<file path="src/rtl/uart_pkg.sv">
// Shared definitions for the configurable UART: parity encodings, serializer
// states and a parameter legality check.
package uart_pkg;

    localparam logic [1:0] PAR_NONE = 2'd0;
    localparam logic [1:0] PAR_EVEN = 2'd1;
    localparam logic [1:0] PAR_ODD  = 2'd2;

    typedef enum logic [2:0] {
        ST_IDLE   = 3'd0,
        ST_START  = 3'd1,
        ST_DATA   = 3'd2,
        ST_PARITY = 3'd3,
        ST_STOP   = 3'd4
    } tx_state_e;

    function automatic bit uart_params_ok(input int clks_per_bit, input int data_bits,
                                          input int parity, input int stop_bits,
                                          input int fifo_depth);
        bit ok;
        ok = (clks_per_bit >= 2);
        ok = ok && (data_bits >= 5) && (data_bits <= 9);
        ok = ok && (parity >= 0) && (parity <= 2);
        ok = ok && ((stop_bits == 1) || (stop_bits == 2));
        ok = ok && (fifo_depth >= 2) && ((fifo_depth & (fifo_depth - 1)) == 0);
        return ok;
    endfunction

endpackage

</file>
<file path="src/rtl/uart_fifo.sv">
// Synchronous FIFO with one extra pointer bit so full and empty stay distinct
// when the pointers wrap. Pushes while full and pops while empty are dropped.
module uart_fifo #(
    parameter int WIDTH = 8,
    parameter int DEPTH = 4
) (
    input  logic                       clk_i,
    input  logic                       rst_ni,
    input  logic                       push_i,
    input  logic [WIDTH-1:0]           wdata_i,
    input  logic                       pop_i,
    output logic [WIDTH-1:0]           rdata_o,
    output logic                       full_o,
    output logic                       empty_o,
    output logic [$clog2(DEPTH):0]     count_o
);
    localparam int AW = $clog2(DEPTH);

    logic [WIDTH-1:0] mem_q [DEPTH];
    logic [AW:0]      wr_ptr_q, wr_ptr_d;
    logic [AW:0]      rd_ptr_q, rd_ptr_d;
    logic             do_push;
    logic             do_pop;

    assign empty_o = (wr_ptr_q == rd_ptr_q);
    assign full_o  = (wr_ptr_q[AW] != rd_ptr_q[AW]) &&
                     (wr_ptr_q[AW-1:0] == rd_ptr_q[AW-1:0]);
    assign count_o = wr_ptr_q - rd_ptr_q;
    assign rdata_o = mem_q[rd_ptr_q[AW-1:0]];

    assign do_push  = push_i && !full_o;
    assign do_pop   = pop_i && !empty_o;
    assign wr_ptr_d = wr_ptr_q + {{AW{1'b0}}, do_push};
    assign rd_ptr_d = rd_ptr_q + {{AW{1'b0}}, do_pop};

    always_ff @(posedge clk_i or negedge rst_ni) begin
        if (!rst_ni) begin
            wr_ptr_q <= '0;
            rd_ptr_q <= '0;
        end else begin
            wr_ptr_q <= wr_ptr_d;
            rd_ptr_q <= rd_ptr_d;
        end
    end

    // Storage needs no reset: only pointer-covered entries are ever read.
    always_ff @(posedge clk_i) begin
        if (do_push) begin
            mem_q[wr_ptr_q[AW-1:0]] <= wdata_i;
        end
    end

endmodule

</file>
<file path="src/rtl/uart_tx_cfg.sv">
// Configurable UART transmitter: FIFO-buffered words are serialised LSB first
// with optional parity and one or two stop bits, frames sent back to back.
module uart_tx_cfg
    import uart_pkg::*;
#(
    parameter int CLKS_PER_BIT = 868,
    parameter int DATA_BITS    = 8,
    parameter int PARITY       = 0,
    parameter int STOP_BITS    = 1,
    parameter int FIFO_DEPTH   = 4
) (
    input  logic                          clk,
    input  logic                          rst,
    input  logic                          tx_valid,
    input  logic [DATA_BITS-1:0]          tx_data,
    output logic                          tx_ready,
    output logic                          tx,
    output logic                          tx_busy,
    output logic [$clog2(FIFO_DEPTH):0]   fifo_count,
    output tx_state_e                     dbg_state
);
    localparam int              CW        = $clog2(CLKS_PER_BIT);
    localparam logic [CW-1:0]   BAUD_LAST = CW'(CLKS_PER_BIT - 1);
    localparam logic [3:0]      DATA_LAST = 4'(DATA_BITS - 1);
    localparam logic [3:0]      STOP_LAST = 4'(STOP_BITS - 1);
    localparam logic [1:0]      PAR_MODE  = 2'(PARITY);
    localparam logic            PAR_SEED  = (PAR_MODE == PAR_ODD);
    localparam bit              PARAMS_OK = uart_params_ok(CLKS_PER_BIT, DATA_BITS, PARITY,
                                                           STOP_BITS, FIFO_DEPTH);

    tx_state_e              state_q, state_d;
    logic [CW-1:0]          baud_q, baud_d;
    logic [3:0]             bit_q, bit_d;
    logic [DATA_BITS-1:0]   shift_q, shift_d;
    logic                   par_q, par_d;
    logic                   tx_q, tx_d;

    logic                   fifo_push;
    logic                   fifo_pop;
    logic                   fifo_full;
    logic                   fifo_empty;
    logic [DATA_BITS-1:0]   fifo_rdata;
    logic                   baud_last;

    assert property (@(posedge clk) PARAMS_OK);

    // Handshake: a word transfers on a rising edge where tx_valid && tx_ready;
    // tx_valid while tx_ready is low is silently dropped.
    assign tx_ready  = !fifo_full;
    assign fifo_push = tx_valid && tx_ready;

    uart_fifo #(
        .WIDTH (DATA_BITS),
        .DEPTH (FIFO_DEPTH)
    ) u_fifo (
        .clk_i   (clk),
        .rst_ni  (rst),
        .push_i  (fifo_push),
        .wdata_i (tx_data),
        .pop_i   (fifo_pop),
        .rdata_o (fifo_rdata),
        .full_o  (fifo_full),
        .empty_o (fifo_empty),
        .count_o (fifo_count)
    );

    assign baud_last = (baud_q == BAUD_LAST);

    // A word leaves the FIFO when idle, or at the very end of the last stop bit.
    assign fifo_pop = !fifo_empty &&
                      ((state_q == ST_IDLE) ||
                       ((state_q == ST_STOP) && baud_last && (bit_q == STOP_LAST)));

    always_comb begin
        state_d = state_q;
        baud_d  = baud_last ? '0 : baud_q + 1'b1;
        bit_d   = bit_q;
        shift_d = shift_q;
        par_d   = par_q;
        case (state_q)
            ST_IDLE: begin
                baud_d = '0;
                if (!fifo_empty) begin
                    state_d = ST_START;
                    shift_d = fifo_rdata;
                    par_d   = PAR_SEED;
                    bit_d   = '0;
                end
            end
            ST_START: begin
                if (baud_last) begin
                    state_d = ST_DATA;
                    bit_d   = '0;
                end
            end
            ST_DATA: begin
                if (baud_last) begin
                    shift_d = shift_q >> 1;
                    par_d   = par_q ^ shift_q[0];
                    if (bit_q == DATA_LAST) begin
                        state_d = (PAR_MODE == PAR_NONE) ? ST_STOP : ST_PARITY;
                        bit_d   = '0;
                    end else begin
                        bit_d = bit_q + 4'd1;
                    end
                end
            end
            ST_PARITY: begin
                if (baud_last) begin
                    state_d = ST_STOP;
                    bit_d   = '0;
                end
            end
            ST_STOP: begin
                if (baud_last) begin
                    if (bit_q == STOP_LAST) begin
                        bit_d = '0;
                        if (!fifo_empty) begin
                            state_d = ST_START;
                            shift_d = fifo_rdata;
                            par_d   = PAR_SEED;
                        end else begin
                            state_d = ST_IDLE;
                        end
                    end else begin
                        bit_d = bit_q + 4'd1;
                    end
                end
            end
            default: begin
                state_d = ST_IDLE;
                baud_d  = '0;
                bit_d   = '0;
            end
        endcase
    end

    // Line level follows the current state, so tx lags the FSM by one clock.
    always_comb begin
        tx_d = 1'b1;
        case (state_q)
            ST_START:  tx_d = 1'b0;
            ST_DATA:   tx_d = shift_q[0];
            ST_PARITY: tx_d = par_q;
            default:   tx_d = 1'b1;
        endcase
    end

    always_ff @(posedge clk or negedge rst) begin
        if (!rst) begin
            state_q <= ST_IDLE;
            baud_q  <= '0;
            bit_q   <= '0;
            shift_q <= '0;
            par_q   <= 1'b0;
            tx_q    <= 1'b1;
        end else begin
            state_q <= state_d;
            baud_q  <= baud_d;
            bit_q   <= bit_d;
            shift_q <= shift_d;
            par_q   <= par_d;
            tx_q    <= tx_d;
        end
    end

    assign tx        = tx_q;
    assign tx_busy   = (state_q != ST_IDLE) || !fifo_empty;
    assign dbg_state = state_q;

endmodule

</file>
<file path="config.mk">
export PLATFORM = sky130hd
export DESIGN_NAME = uart_tx_cfg
export DESIGN_NICKNAME = d
export VERILOG_FILES = /design/src/rtl/uart_pkg.sv /design/src/rtl/uart_fifo.sv /design/src/rtl/uart_tx_cfg.sv
export SDC_FILE = /design/constraint.sdc
export NUM_CORES = 1
export LEC_CHECK = 0
export BUFFER_PORTS_ARGS = -buffer_cell sky130_fd_sc_hd__buf_2
export CAP_MARGIN = 20
export CORE_ASPECT_RATIO = 0.8
export CORE_MARGIN = 2
export CORE_UTILIZATION = 55
export DETAILED_ROUTE_END_ITERATION = 10
export PLACE_DENSITY = 0.74
export RECOVER_POWER = 100
export SLEW_MARGIN = 20
export SYNTH_ARGS = -nofsm -noshare
export SYNTH_HDL_FRONTEND = slang
export SYNTH_SLANG_ARGS = --single-unit
</file>
<file path="constraint.sdc">
create_clock -name clk -period 7.1 [get_ports clk]
set_clock_uncertainty 0.2 [all_clocks]
set_input_delay 1.42 -clock clk [delete_from_list [all_inputs] [get_ports clk]]
set_output_delay 1.42 -clock clk [all_outputs]
set_load 0.01 [all_outputs]
</file>
Yosys cells after proc, flatten, opt, wreduce, memory -nomap -nowiden:

Memory sizes are Yosys's and may differ from the RTL's.
Cells that the tools add are included.

* bitwise logic cells: 1
* muxes and demuxes: 31
* reductions and logical operators: 20
* add/subtract/negate cells: 5
* equal/unequal tests: 17

Operators by type and width (count)
* 8-bit two-way mux: 4
* 4-bit two-way mux: 6
* 8-bit case mux with 3 select lines: 1
* 3-bit two-way mux: 7
* 10-bit two-way mux: 2
* 4-bit case mux with 4 select lines: 1
* 3-bit case mux with 5 select lines: 1
* 2-bit != test, second input constant: 6
* 10-bit by 1-bit adder with 10-bit output, second input constant: 1
* 10-bit == test, second input constant: 1
* 4-bit AND reduction: 2
* 1-bit logical AND: 7
* 1-bit two-way mux: 7
* 7-bit AND reduction: 1
* 3-bit by 1-bit adder with 3-bit output: 2
* 3-bit by 2-bit == test with 1-bit output, second input constant: 2
* 1-bit case mux with 3 select lines: 2
* 3-bit nonzero test: 2
* 4-bit by 1-bit adder with 4-bit output, second input constant: 1
* 4-bit by 3-bit == test with 1-bit output, second input constant: 1
* 4-bit zero test: 1
* 2-bit by 1-bit != test with 1-bit output, second input constant: 2
* 4-bit OR reduction: 1
* 3-bit by 1-bit == test with 1-bit output, second input constant: 1
* 10 further kinds: 12

* RAM bits: 32
* input bits: 11
* logic and storage cells: 83
* bits in registers: 33
* memories kept: 1

Memories
* u_fifo.mem_q: depth 4, width 8, read ports 1, clocked after Yosys merged registers in 0, write ports 1, RTL line uart_fifo.sv:19 `logic [WIDTH-1:0] mem_q [DEPTH];`

Depth between registers and ports, before layout:

Gate-level depths: netlist (run 1).

* word-level depth: 7
* depth in mapped cells: 9
* gate-level depth less buffers: 8

By module:

From an unflattened synthesis (run 1), not the netlist that was laid out.

* cells, all modules: 231
* area total of the unflattened synthesis: 3096.7 um^2

Modules (own cells, without submodules)
* uart_fifo: sequential area each 1111.1 um^2, area an instance 1561.5 um^2, instances 1, cells each 76
* uart_tx_cfg: sequential area each 676.9 um^2, area an instance 1535.2 um^2, instances 1, cells each 155

Worst setup path before layout (run 1):

No wires, ideal clock.

* kind: reg2out
* start point: register u_fifo.rd_ptr_q[1]
* end point: output port tx_busy
* slack: 4.252 ns
* data required time: 5.480 ns
* cell stages (with the launch flop): 5
* data arrival time: 1.228 ns
* cell sequence: dfrtp_1 clkbuf_1 inv_1 ha_1 nand4_1

* longest elaborated chain between the ends: 3

RTL lines
* start, declared: RTL line uart_fifo.sv:21 `logic [AW:0] rd_ptr_q, rd_ptr_d;`
* start signal, assigned: RTL line uart_fifo.sv:42 `rd_ptr_q <= rd_ptr_d;`
* 3-bit == test: RTL line uart_fifo.sv:25 `assign empty_o = (wr_ptr_q == rd_ptr_q);`
* 1-bit zero test: RTL line uart_tx_cfg.sv:168 `assign tx_busy = (state_q != ST_IDLE) || !fifo_empty;`
* 1-bit logical OR: RTL line uart_tx_cfg.sv:168
* end, declared: RTL line uart_tx_cfg.sv:18 `output logic tx_busy,`

No other way between the ends.

Worst setup path after layout (run 1):

* start point: register u_fifo.rd_ptr_q[0]
* end point: output port fifo_count[2]

* longest elaborated chain between the ends: 1

RTL lines
* 3-bit subtractor: RTL line uart_fifo.sv:28 `assign count_o = wr_ptr_q - rd_ptr_q;`
* end, declared: RTL line uart_tx_cfg.sv:19 `output logic [$clog2(FIFO_DEPTH):0] fifo_count,`

No other way between the ends.

==> run metrics, run 1 <==
largest net degree at the start of global routing=34; Max IR drop VDD=241.8 uV; Die Wd=86.67 um; Critical Path Fanout Max=10; DIE HEIGHT=roughly 70 um; Max clock buf depth=2; total core area=0.005375 sq mm; Cells after Synth=217; worst reg2reg path endpoint=shift_q[1]; Syn Area/Cell=approximately 14 sq um; 1st-pass router iterations=4; FFs w/ async S/R, synth=50.77%; min Tclk post-route=between 3 and 4 ns; max cap viols=1; via count of the first global-routing pass=about 1,700; Data required, critical path=5.48 ns; hold buffer count at cts=0; Cell Rows=24; number of setup buffers added after CTS=0; Synth top cells by count=dfrtp_1, edfxtp_1, nor2_1; Hold Crit Start=baud_q[0]; I/O pin cnt=20; Fin. Hold Viols=0; routed via count=1,740; syn nets=238; top_reg_cell synth=edfxtp_1; most area-hungry cell type in the Yosys netlist=edfxtp_1; PD cells=401.0 mW/mm^2; Arr. time, crit path=1.95 ns; period utilisation layout=50.26%; R2R depth=6; share of layout cells above drive strength 1=12.76%; DR vias/cell=5.649; status=complete, but fails checks; Root Driver=clkbuf_8; Worst R2R Setup Slack=4.40 ns; area added between synthesis and finish=8.198%; initial DRC count=92; post-route non-filler standard cell count=308; Final setup violation count=0; routability cong.=0.7641; Mapped Area=0.003007 sq mm; Worst Hold Endpoint=baud_q[0]; clk sinks=65; post-CTS resize count=0; Global Route Usage Sum=18.58%; Starting Density=55.94%; cell area after layout=0.003253 sq mm; Hold WC Path Type=reg -> reg; Slew HR=-19.00%; first-pass GRT wire length=8376 um; H-tree Lvls=3; Num CTS Buffers=9; met2 wire len=2279 um; diode count=0; hold path cells=1; M1 WL=2364 um; Nets=259; crit path kind=reg -> out; setup TNS=0 ns; share of the synthesized area in the top cell type=31.96%; CTS tree=done; die area=0.006078 sq mm; Fmax=~280 MHz; worst skew pair latency=0.34 ns; initial antenna violation count=0; placed insts=292; number of synthesized flops with an enable pin=32; number of port buffers=19; failing checks=max-capacitance violations, max-slew violations; post-synthesis register bit count=65; DRC=0; register area share after synthesis=59.47%; unrepaired setup endpoints after global routing=no; WL final=slightly below 5000 um; DRT antenna net count=0; Synth area leaders=edfxtp_1, dfrtp_1, mux4_2; Max Slew Vio Count=34; Clock transition at path regs=0.07 ns; Worst Max-Slew Pin Slew=1.785 ns; count of cell types in the netlist=46; Crit. End Element=output port; DR WL/cell=between 15 and 20 um; Synthesis Warnings=0; highest metal used=met4; Setup crit start kind=flip-flop; detailed placement HPWL=3410 um; total gr overflow=0; Placed Area=roughly 0.0031 sq mm; worst r2r src=baud_q[0]; met3 WL=225 um; Lkg Pwr=1.288 nW
## area by class of cell
| cell class | count | area, sq um |
|---|---|---|
| Fill cell | 438 | 2122 |
| Sequential cell | 65 | 1788 |
| Multi-Input combinational cell | 132 | 1059 |
| Clock buffer | 11 | 131.4 |
| Tap cell | 65 | 81.33 |
| Clock inverter | 5 | 80.08 |
| Timing Repair Buffer | 19 | 72.57 |
| Inverter | 11 | 41.29 |
## power by group
part	internal [mW]	switching, mW	total [mW]
combinational	0.179	0.205	0.385
clock	0.197	0.136	0.333
sequential	0.504	0.0826	0.586
total	0.881	0.424	1.30
## state kept, by name, summed over array words and instances, names as in the netlist
signal           cells
u_fifo.mem_q        32
u_fifo.wr_ptr_q      3
par_q                1
bit_q                4
dbg_state            3
baud_q              10
shift_q              8
u_fifo.rd_ptr_q      3
tx                   1
## critical path: stages, from the launching register on
cell and delay [ns]:
dfrtp_1 0.58, ha_1 0.33, fa_1 0.38, xnor2_1 0.16, clkbuf_1 0.16
## stage by stage
step                util, %  power, mW  hold slack [ns]  worst slack [ns]
global placement      57.89      1.002           0.2744             3.916
CTS                   61.82      1.350           0.2850             3.524
detailed placement    57.89      1.014           0.2778             3.908
global route          60.52      1.391           0.3071             3.380
floorplan                 -     0.9096           0.2473             4.252
finish                60.52      1.304           0.2800             3.532
## worst max-delay path by stage
stage	startpoint	end	slack [ns]	cells past startpoint
final	u_fifo.rd_ptr_q[0]	fifo_count[2]	3.53	4
after global routing	u_fifo.rd_ptr_q[0]	fifo_count[2]	3.38	4
after CTS	u_fifo.rd_ptr_q[0]	fifo_count[2]	3.52	4
after detailed placement	u_fifo.rd_ptr_q[0]	fifo_count[2]	3.91	4
after global placement	u_fifo.rd_ptr_q[0]	fifo_count[2]	3.92	4
after floorplan	u_fifo.rd_ptr_q[1]	tx_busy	4.25	4
## layer usage
metal / global-route usage, % / up-vias
li1: - / 846
met4: 8.681 / 0
met1: 27.19 / 846
met2: 25.21 / 42
met5: 0 / -
met3: 6.028 / 6
## cell families (layout without fill, tap and decap cells)
group / Yosys count / after routing / share of synthesized area (%)
AND/OR/NAND/NOR: 67 / 67 / 13.28
flip-flops: 65 / 65 / 59.47
AO/OA/AOI/OAI: 34 / 34 / 9.321
buffers and inverters: 20 / 46 / 3.745
XOR/XNOR: 13 / 13 / 3.787
adder cells (fa/ha/maj): 10 / 10 / 4.411
multiplexers: 8 / 8 / 5.992
## placed cells by master (no fill, tap or decap), types with 3 or more instances in the layout
cell and n:
a2bb2oi_1 4, nand3b_1 3, nor2_1 16, clkbuf_8 9, dfrtp_1 32, o21ai_0 7
edfxtp_1 32, a21oi_1 4, o22ai_1 9, xor2_1 9, nand4_1 5, clkbuf_1 20
nand2_1 9, nor3_1 4, xnor2_1 4, a2bb2oi_2 3, ha_1 9, mux4_2 8
nand3_1 6, and3_1 7, inv_1 11
Power figures use the tool's default switching activity.
==> run 2, diff against run 1 <==
--- a/config.mk
+++ b/config.mk
@@ -9,9 +9,9 @@
 export CAP_MARGIN = 20
 export CORE_ASPECT_RATIO = 0.8
 export CORE_MARGIN = 2
-export CORE_UTILIZATION = 55
+export CORE_UTILIZATION = 54
 export DETAILED_ROUTE_END_ITERATION = 10
-export PLACE_DENSITY = 0.74
+export PLACE_DENSITY = 0.76
 export RECOVER_POWER = 100
 export SLEW_MARGIN = 20
 export SYNTH_ARGS = -nofsm -noshare
==> constraint.sdc (replaced) <==
create_clock -name clk -period 3.15 [get_ports clk]
set_clock_uncertainty 0.2 [all_clocks]
set_input_delay 0.63 -clock clk [delete_from_list [all_inputs] [get_ports clk]]
set_output_delay 0.63 -clock clk [all_outputs]
set_load 0.01 [all_outputs]
==> run 2 against run 1 <==
  * Clock-buffer cell count is 2 lower
  * Worst hold slack better by 0.0060 ns
  * Largest cell class unchanged
  * The run still ends with max-capacitance violations, max-slew violations left
  * Routed wire length hardly changed
  * Combinational power is 140% higher
  * Critical path type is now reg -> reg
  * Global-route usage is 0.31 points lower
  * Die area is 1.8% higher
  * Non-clock buffer count is 1 higher
  * Sequential power is 120% higher
==> run metrics, run 2 (synthesis gave the netlist of run 1 again) <==
total gr overflow=0 (unchanged); CP max stage delay=0.44 ns (-0.14 ns); CP max-delay cell=or3b_1; Min Hold Slack=0.2860 ns (+0.005958 ns); CTS tree=done; Worst Max-Slew Pin Slew=1.730 ns (-0.05542 ns); unrepaired setup endpoints after global routing=no; Worst R2R Setup Slack=0.47 ns (-3.93 ns); failing checks=max-capacitance violations, max-slew violations; DRT antenna net count=0 (unchanged); total core area=0.005405 sq mm (+0.56%); R2R depth=6 (unchanged); Root Driver=clkbuf_8; initial DRC count=175 (+90%); I/O pin cnt=20 (unchanged); hold path cells=1 (unchanged); max FFs per register=32 (unchanged); Critical Path Fanout Max=9 (-1); Num CTS Buffers=9 (unchanged); Slew HR=-15.31% (+3.7 points); Fin. Hold Viols=0 (unchanged); setup TNS=0 ns (unchanged); PD cells=896.6 mW/mm^2 (+120%); Final setup violation count=0 (unchanged); Worst path top cell family by delay=compound AO/OA/AOI/OAI gates; largest net degree at the start of global routing=34 (unchanged); period utilisation layout=85.14%; status=complete, but fails checks; Filler cells=432 (-1.4%); 1st-pass router iterations=4 (unchanged); most frequent cells in the layout=dfrtp_1, edfxtp_1, clkbuf_1; detailed placement HPWL=3453 um (+1.2%); via count of the first global-routing pass=1,739 (+2.8%); share of layout cells above drive strength 1=14.34% (+1.6 points); Lkg Pwr=1.294 nW (+0.46%); max cap viols=1 (unchanged); routability cong.=0.7265 (-4.9%); Hold WC Path Type=reg -> reg; DR vias/cell=5.631 (-0.32%); area added between synthesis and finish=8.323%; die area=0.006184 sq mm (+1.8%); number of port buffers=19 (unchanged); DRC=0 (unchanged); initial antenna violation count=0 (unchanged); Nets=260 (+0.39%); Max clock buf depth=2 (unchanged); Data required, critical path=3.21 ns (-2.27 ns); diode count=0 (unchanged); post-CTS resize count=0 (unchanged); worst reg2reg path endpoint=shift_q[3]; Crit. End Element=flip-flop; Starting Density=55.63% (-0.31 points); crit path kind=reg -> reg; Final Util=60.25% (-0.27 points); min Tclk post-route=2.682 ns; Arr. time, crit path=2.74 ns (+0.79 ns); WL final=4932 um (about the same); Hold Crit Start=baud_q[0]; number of setup buffers added after CTS=0 (unchanged); Worst Hold Endpoint=baud_q[0]; CP Cell Sequence=ha_1, or3b_1, nor4_2, a221o_1, o21a_1, a2bb2oi_1; routed via count=1,740 (unchanged); Clock transition at path regs=0.08 ns (about the same); Die Wd=87.43 um (+0.88%); Global Route Usage Sum=18.27% (-0.31 points); DIE HEIGHT=70.74 um (+0.87%); DR WL/cell=15.96 um (-0.34%); Max IR drop VDD=438.7 uV (+81%); H-tree Lvls=3 (unchanged); Max Slew Vio Count=34 (unchanged); Buf+Inv Stages, Crit Path=0 (-1); clk sinks=65 (unchanged); worst skew pair latency=0.34 ns (about the same); Fmax=372.9 MHz; Cell Rows=24 (unchanged); Setup crit start kind=flip-flop; first-pass GRT wire length=8362 um (-0.17%); hold buffer count at cts=0 (unchanged); worst r2r src=baud_q[0]
## run 2: cell types whose count changed in the layout (fill, tap and decap cells not counted)
| cell | change |
|---|---|
| buf_4 | +1 |
| bufinv_16 | -1 |
| clkbuf_1 | -2 |
| clkinv_4 | +1 |
| clkinvlp_4 | -1 |
| inv_6 | +3 |
| nor4_1 | -1 |
| nor4_2 | +1 |
## run 2: worst reg2reg max path, stage by stage, from the launching register on
cell and delay (ns):
dfrtp_1 0.39, ha_1 0.25, or3b_1 0.44, nor4_2 0.23, a221o_1 0.44, o21a_1 0.44
a2bb2oi_1 0.21
## run 2: area by class of cell
class,count,area (sq um),area share (%)
repair buffers,20,80.08,2.459
flip-flops and latches,65,1788,54.90
multi-input cells,132,1065,32.69
well taps,65,81.33,2.497
inverters,11,41.29,1.268
clock buffers,9,123.9,3.803
clock inverters,7,77.57,2.382
## run 2: metal layers
metal,wire length (um),GRT usage [%]
met3,224,5.601
met4,74,8.376
met1,2379,25.96
met5,0,0
met2,2252,26.09
## run 2: stage by stage
step / setup slack (ns) / power [mW] / instance area (sq um) / cells
2_1_floorplan: 0.7020 / 2.050 / 3007 / 217
3_3_place_gp: 0.6127 / 2.274 / 3119 / 293
3_5_place_dp: 0.5211 / 2.305 / 3119 / 293
4_1_cts: 0.4991 / 3.026 / 3321 / 309
5_1_grt: 0.2712 / 3.125 / 3257 / 309
6_report: 0.4680 / 2.920 / 3257 / 309
## run 2: power breakdown
part	internal (mW)	switching, mW	leakage, nW
clock network	0.373	0.340	0.101
logic	0.413	0.500	0.492
registers	1.14	0.158	0.702
## run 2: worst max path at each step
| stage | startpoint | slack [ns] | depth (start not counted) | end |
|---|---|---|---|---|
| floorplan | baud_q[0] | 0.70 | 8 | u_fifo.rd_ptr_q[2] |
| global placement | baud_q[0] | 0.61 | 8 | u_fifo.rd_ptr_q[2] |
| detailed placement | baud_q[0] | 0.52 | 8 | u_fifo.rd_ptr_q[2] |
| CTS | u_fifo.rd_ptr_q[1] | 0.50 | 3 | fifo_count[2] |
| global route | baud_q[0] | 0.27 | 6 | shift_q[3] |
| finish | baud_q[0] | 0.47 | 6 | shift_q[3] |
==> run 3, diff against run 2 <==
--- a/config.mk
+++ b/config.mk
@@ -5,6 +5,7 @@
 export SDC_FILE = /design/constraint.sdc
 export NUM_CORES = 1
 export LEC_CHECK = 0
+export ABC_AREA = 1
 export BUFFER_PORTS_ARGS = -buffer_cell sky130_fd_sc_hd__buf_2
 export CAP_MARGIN = 20
 export CORE_ASPECT_RATIO = 0.8
@@ -16,4 +17,5 @@
 export SLEW_MARGIN = 20
 export SYNTH_ARGS = -nofsm -noshare
 export SYNTH_HDL_FRONTEND = slang
+export SYNTH_HIERARCHICAL = 1
 export SYNTH_SLANG_ARGS = --single-unit
==> run 3 against run 2 <==
  * The run still ends with max-capacitance violations, max-slew violations left
  * First-iteration DRC count decreased by 18%
  * Register-to-register slack got worse by 0.06 ns
  * Fmax decreased by 2.1%
  * Largest cell class unchanged
  * Highest routed layer unchanged
==> run metrics, run 3 <==
status=complete, but fails checks; failing checks=max-capacitance violations, max-slew violations; crit path kind=reg -> reg; Arr. time, crit path=2.77 ns (+0.03 ns); Num CTS Buffers=9 (unchanged); Setup crit start kind=flip-flop; Max Slew Vio Count=34 (unchanged); I/O pin cnt=20 (unchanged); Syn Area/Cell=9.373 sq um (-32%); period utilisation layout=87.00% (+1.9 points); Worst Max-Slew Pin Slew=1.787 ns (+0.05688 ns); max cap viols=1 (unchanged); R2R depth=11 (+5); detailed placement HPWL=4065 um (+18%); FFs w/ async S/R, synth=50.77% (unchanged); PD cells=962.9 mW/mm^2 (+7.4%); count leader, synth=nand2_1; area added between synthesis and finish=8.132%; first-pass GRT wire length=10,070 um (+20%); Mapped Area=0.003262 sq mm (+8.5%); Seq pwr share=38.6% (-5.7 points); Hold WC Path Type=reg -> reg; routed via count=2,294 (+32%); hold buffer count at cts=0 (unchanged); worst reg2reg path endpoint=u_fifo/rd_ptr_q[2]; setup TNS=0 ns (unchanged); Net Sw Frac=40.90% (+6.7 points); DR vias/cell=4.955 (-12%); DR WL/cell=12.43 um (-22%); most area-hungry cell type in the Yosys netlist=edfxtp_1; Synthesis Warnings=6 (+6); Lkg Pwr=1.654 nW (+28%); Worst R2R Setup Slack=0.41 ns (-0.06 ns); Die Wd=90.90 um (+4.0%); Final setup violation count=0 (unchanged); Synth area leaders=edfxtp_1, dfrtp_1, nand2_1; unrepaired setup endpoints after global routing=no; combinational share of power=41.7% (+10 points); register area share after synthesis=54.81% (-4.7 points); min Tclk post-route=2.740 ns (+0.05845 ns); CTS tree=done; Global Route Usage Sum=19.42% (+1.1 points); top_reg_cell synth=edfxtp_1; Synth top cells by count=nand2_1, inv_1, dfrtp_1, edfxtp_1, nor2_1; Worst Hold Endpoint=shift_q[5]; Cells after Synth=348 (+60%); number of synthesized flops with an enable pin=32 (unchanged); 1st-pass router iterations=4 (unchanged); Min Hold Slack=0.2757 ns (-0.01024 ns); post-CTS resize count=0 (unchanged); Internal=2.007 mW (+4.5%); DRT antenna net count=0 (unchanged); via count of the first global-routing pass=2,225 (+28%); Nets=398 (+53%); CP max stage delay=0.47 ns (+0.03 ns); power share of the clock group=19.7% (-4.7 points); max FFs per register=32 (unchanged); worst r2r src=dbg_state[2]; post-synthesis register bit count=65 (unchanged); DRC=0 (unchanged); WL final=5757 um (+17%); Fmax=364.9 MHz (-2.1%); clk sinks=65 (unchanged); Root Driver=clkbuf_8; Starting Density=55.47% (-0.16 points); diode count=0 (unchanged); hold path cells=2 (+1); Max clock buf depth=2 (unchanged); worst skew pair latency=0.34 ns (about the same); Critical Path Fanout Max=15 (+6); CP max-delay cell=nand3_1; Cell Rows=25 (+4.2%); initial DRC count=143 (-18%); initial antenna violation count=0 (unchanged); H-tree Lvls=3 (unchanged); total core area=0.005881 sq mm (+8.8%); count of cell types in the netlist=34 (-26%); commonest non-fill, non-tap cell in the layout=nand2_1; CP Cell Sequence=inv_1, nand3_1, nand2_1, nand2_1, nand2_4, nor2_1, inv_1, nor2_1, ha_1, ha_1, xor2_1; die area=0.006682 sq mm (+8.0%); Fin. Hold Viols=0 (unchanged); Filler cells=526 (+22%); Hold Crit Start=shift_q[5]; DIE HEIGHT=73.52 um (+3.9%); Max IR drop VDD=381.9 uV (-13%); share of the synthesized area in the top cell type=29.46% (-2.5 points); largest net degree at the start of global routing=34 (unchanged); Sw Pwr=1.389 mW (+39%); routability cong.=0.8586 (+18%); number of port buffers=19 (unchanged); Slew HR=-19.10% (-3.8 points); number of setup buffers added after CTS=0 (unchanged); Crit. End Element=flip-flop; Data required, critical path=3.18 ns (-0.03 ns); syn nets=369 (+55%); Clock transition at path regs=0.07 ns (about the same); most frequent cells in the layout=nand2_1, inv_1, dfrtp_1, edfxtp_1, nor2_1; share of layout cells above drive strength 1=7.592% (-6.8 points); total gr overflow=0 (unchanged)
==> run 3: changes by cell type in the layout (fill, tap and decap cells not counted), sizes merged, moves of 8 or more <==
| cell | previous run | this run |
|---|---|---|
| nor2 | 16 | 29 |
| mux4 | 8 | 0 |
| o22ai | 9 | 1 |
| nand3 | 6 | 16 |
| a21oi | 4 | 12 |
| nand2 | 9 | 108 |
| inv | 14 | 48 |
==> run 3: worst max path at each step <==
stage,startpoint,to
4_1_cts,u_fifo/wr_ptr_q[0],tx_busy
3_5_place_dp,u_fifo/wr_ptr_q[0],tx_busy
2_1_floorplan,u_fifo/rd_ptr_q[1],u_fifo/rd_ptr_q[2]
3_3_place_gp,u_fifo/wr_ptr_q[1],tx_busy
5_1_grt,dbg_state[2],u_fifo/rd_ptr_q[2]
6_report,dbg_state[2],u_fifo/rd_ptr_q[2]
==> run 3: layer usage <==
metal	GRT usage, %	part of all wire [%]	vias to the layer above
met2	32.42	47	28
met3	5.949	3.8	5
met4	6.734	0.83	0
li1	-	-	1186
met1	24.53	48	1075
met5	0	0	-
==> run 3: logic make-up (layout without fill, tap and decap cells) <==
kind of cell | count (synthesis) | after routing | share of synthesized area, %
flops | 65 | 65 | 54.81
fa+ha+maj | 10 | 10 | 4.066
simple gates | 172 | 172 | 24.05
xor+xnor | 7 | 7 | 1.880
buf+inv | 57 | 91 | 8.170
compound gates | 37 | 37 | 7.020
==> run 3: layout make-up <==
| class | instances | area [sq um] | share of cell area [%] |
|---|---|---|---|
| Timing Repair Buffer | 26 | 110.1 | 3.122 |
| Tap cell | 81 | 101.3 | 2.873 |
| Clock buffer | 10 | 127.6 | 3.618 |
| Inverter | 49 | 183.9 | 5.215 |
| Clock inverter | 6 | 58.81 | 1.667 |
| Multi-Input combinational cell | 226 | 1157 | 32.81 |
| Sequential cell | 65 | 1788 | 50.69 |
==> run 3: critical path, delay by kind of cell (launching register included) <==
| family | cells | cell delay, ns |
|---|---|---|
| flops | 1 | 0.44 |
| fa+ha+maj | 2 | 0.35 |
| buf+inv | 2 | 0.20 |
| xor+xnor | 1 | 0.16 |
| simple gates | 6 | 1.27 |
==> run 3: stage by stage <==
step | setup slack (ns) | instance area (sq um) | std cells | power, mW | utilization, %
2_1_floorplan | 0.6966 | 3262 | 348 | 2.494 | -
3_3_place_gp | 0.8565 | 3428 | 447 | 2.783 | 58.30
3_5_place_dp | 0.8011 | 3428 | 447 | 2.849 | 58.30
4_1_cts | 0.4053 | 3615 | 463 | 3.528 | 61.47
5_1_grt | 0.2306 | 3527 | 463 | 3.704 | 59.98
6_report | 0.4096 | 3527 | 463 | 3.396 | 59.98
==> run 3: power groups by stage <==
stage | sequential, mW | clock (mW) | combinational (mW)
global route | 1.34 | 0.727 | 1.63
detailed placement | 1.33 | 0 | 1.52
global placement | 1.32 | 0 | 1.47
floorplan | 1.32 | 0 | 1.17
finish | 1.31 | 0.668 | 1.42
CTS | 1.31 | 0.692 | 1.52
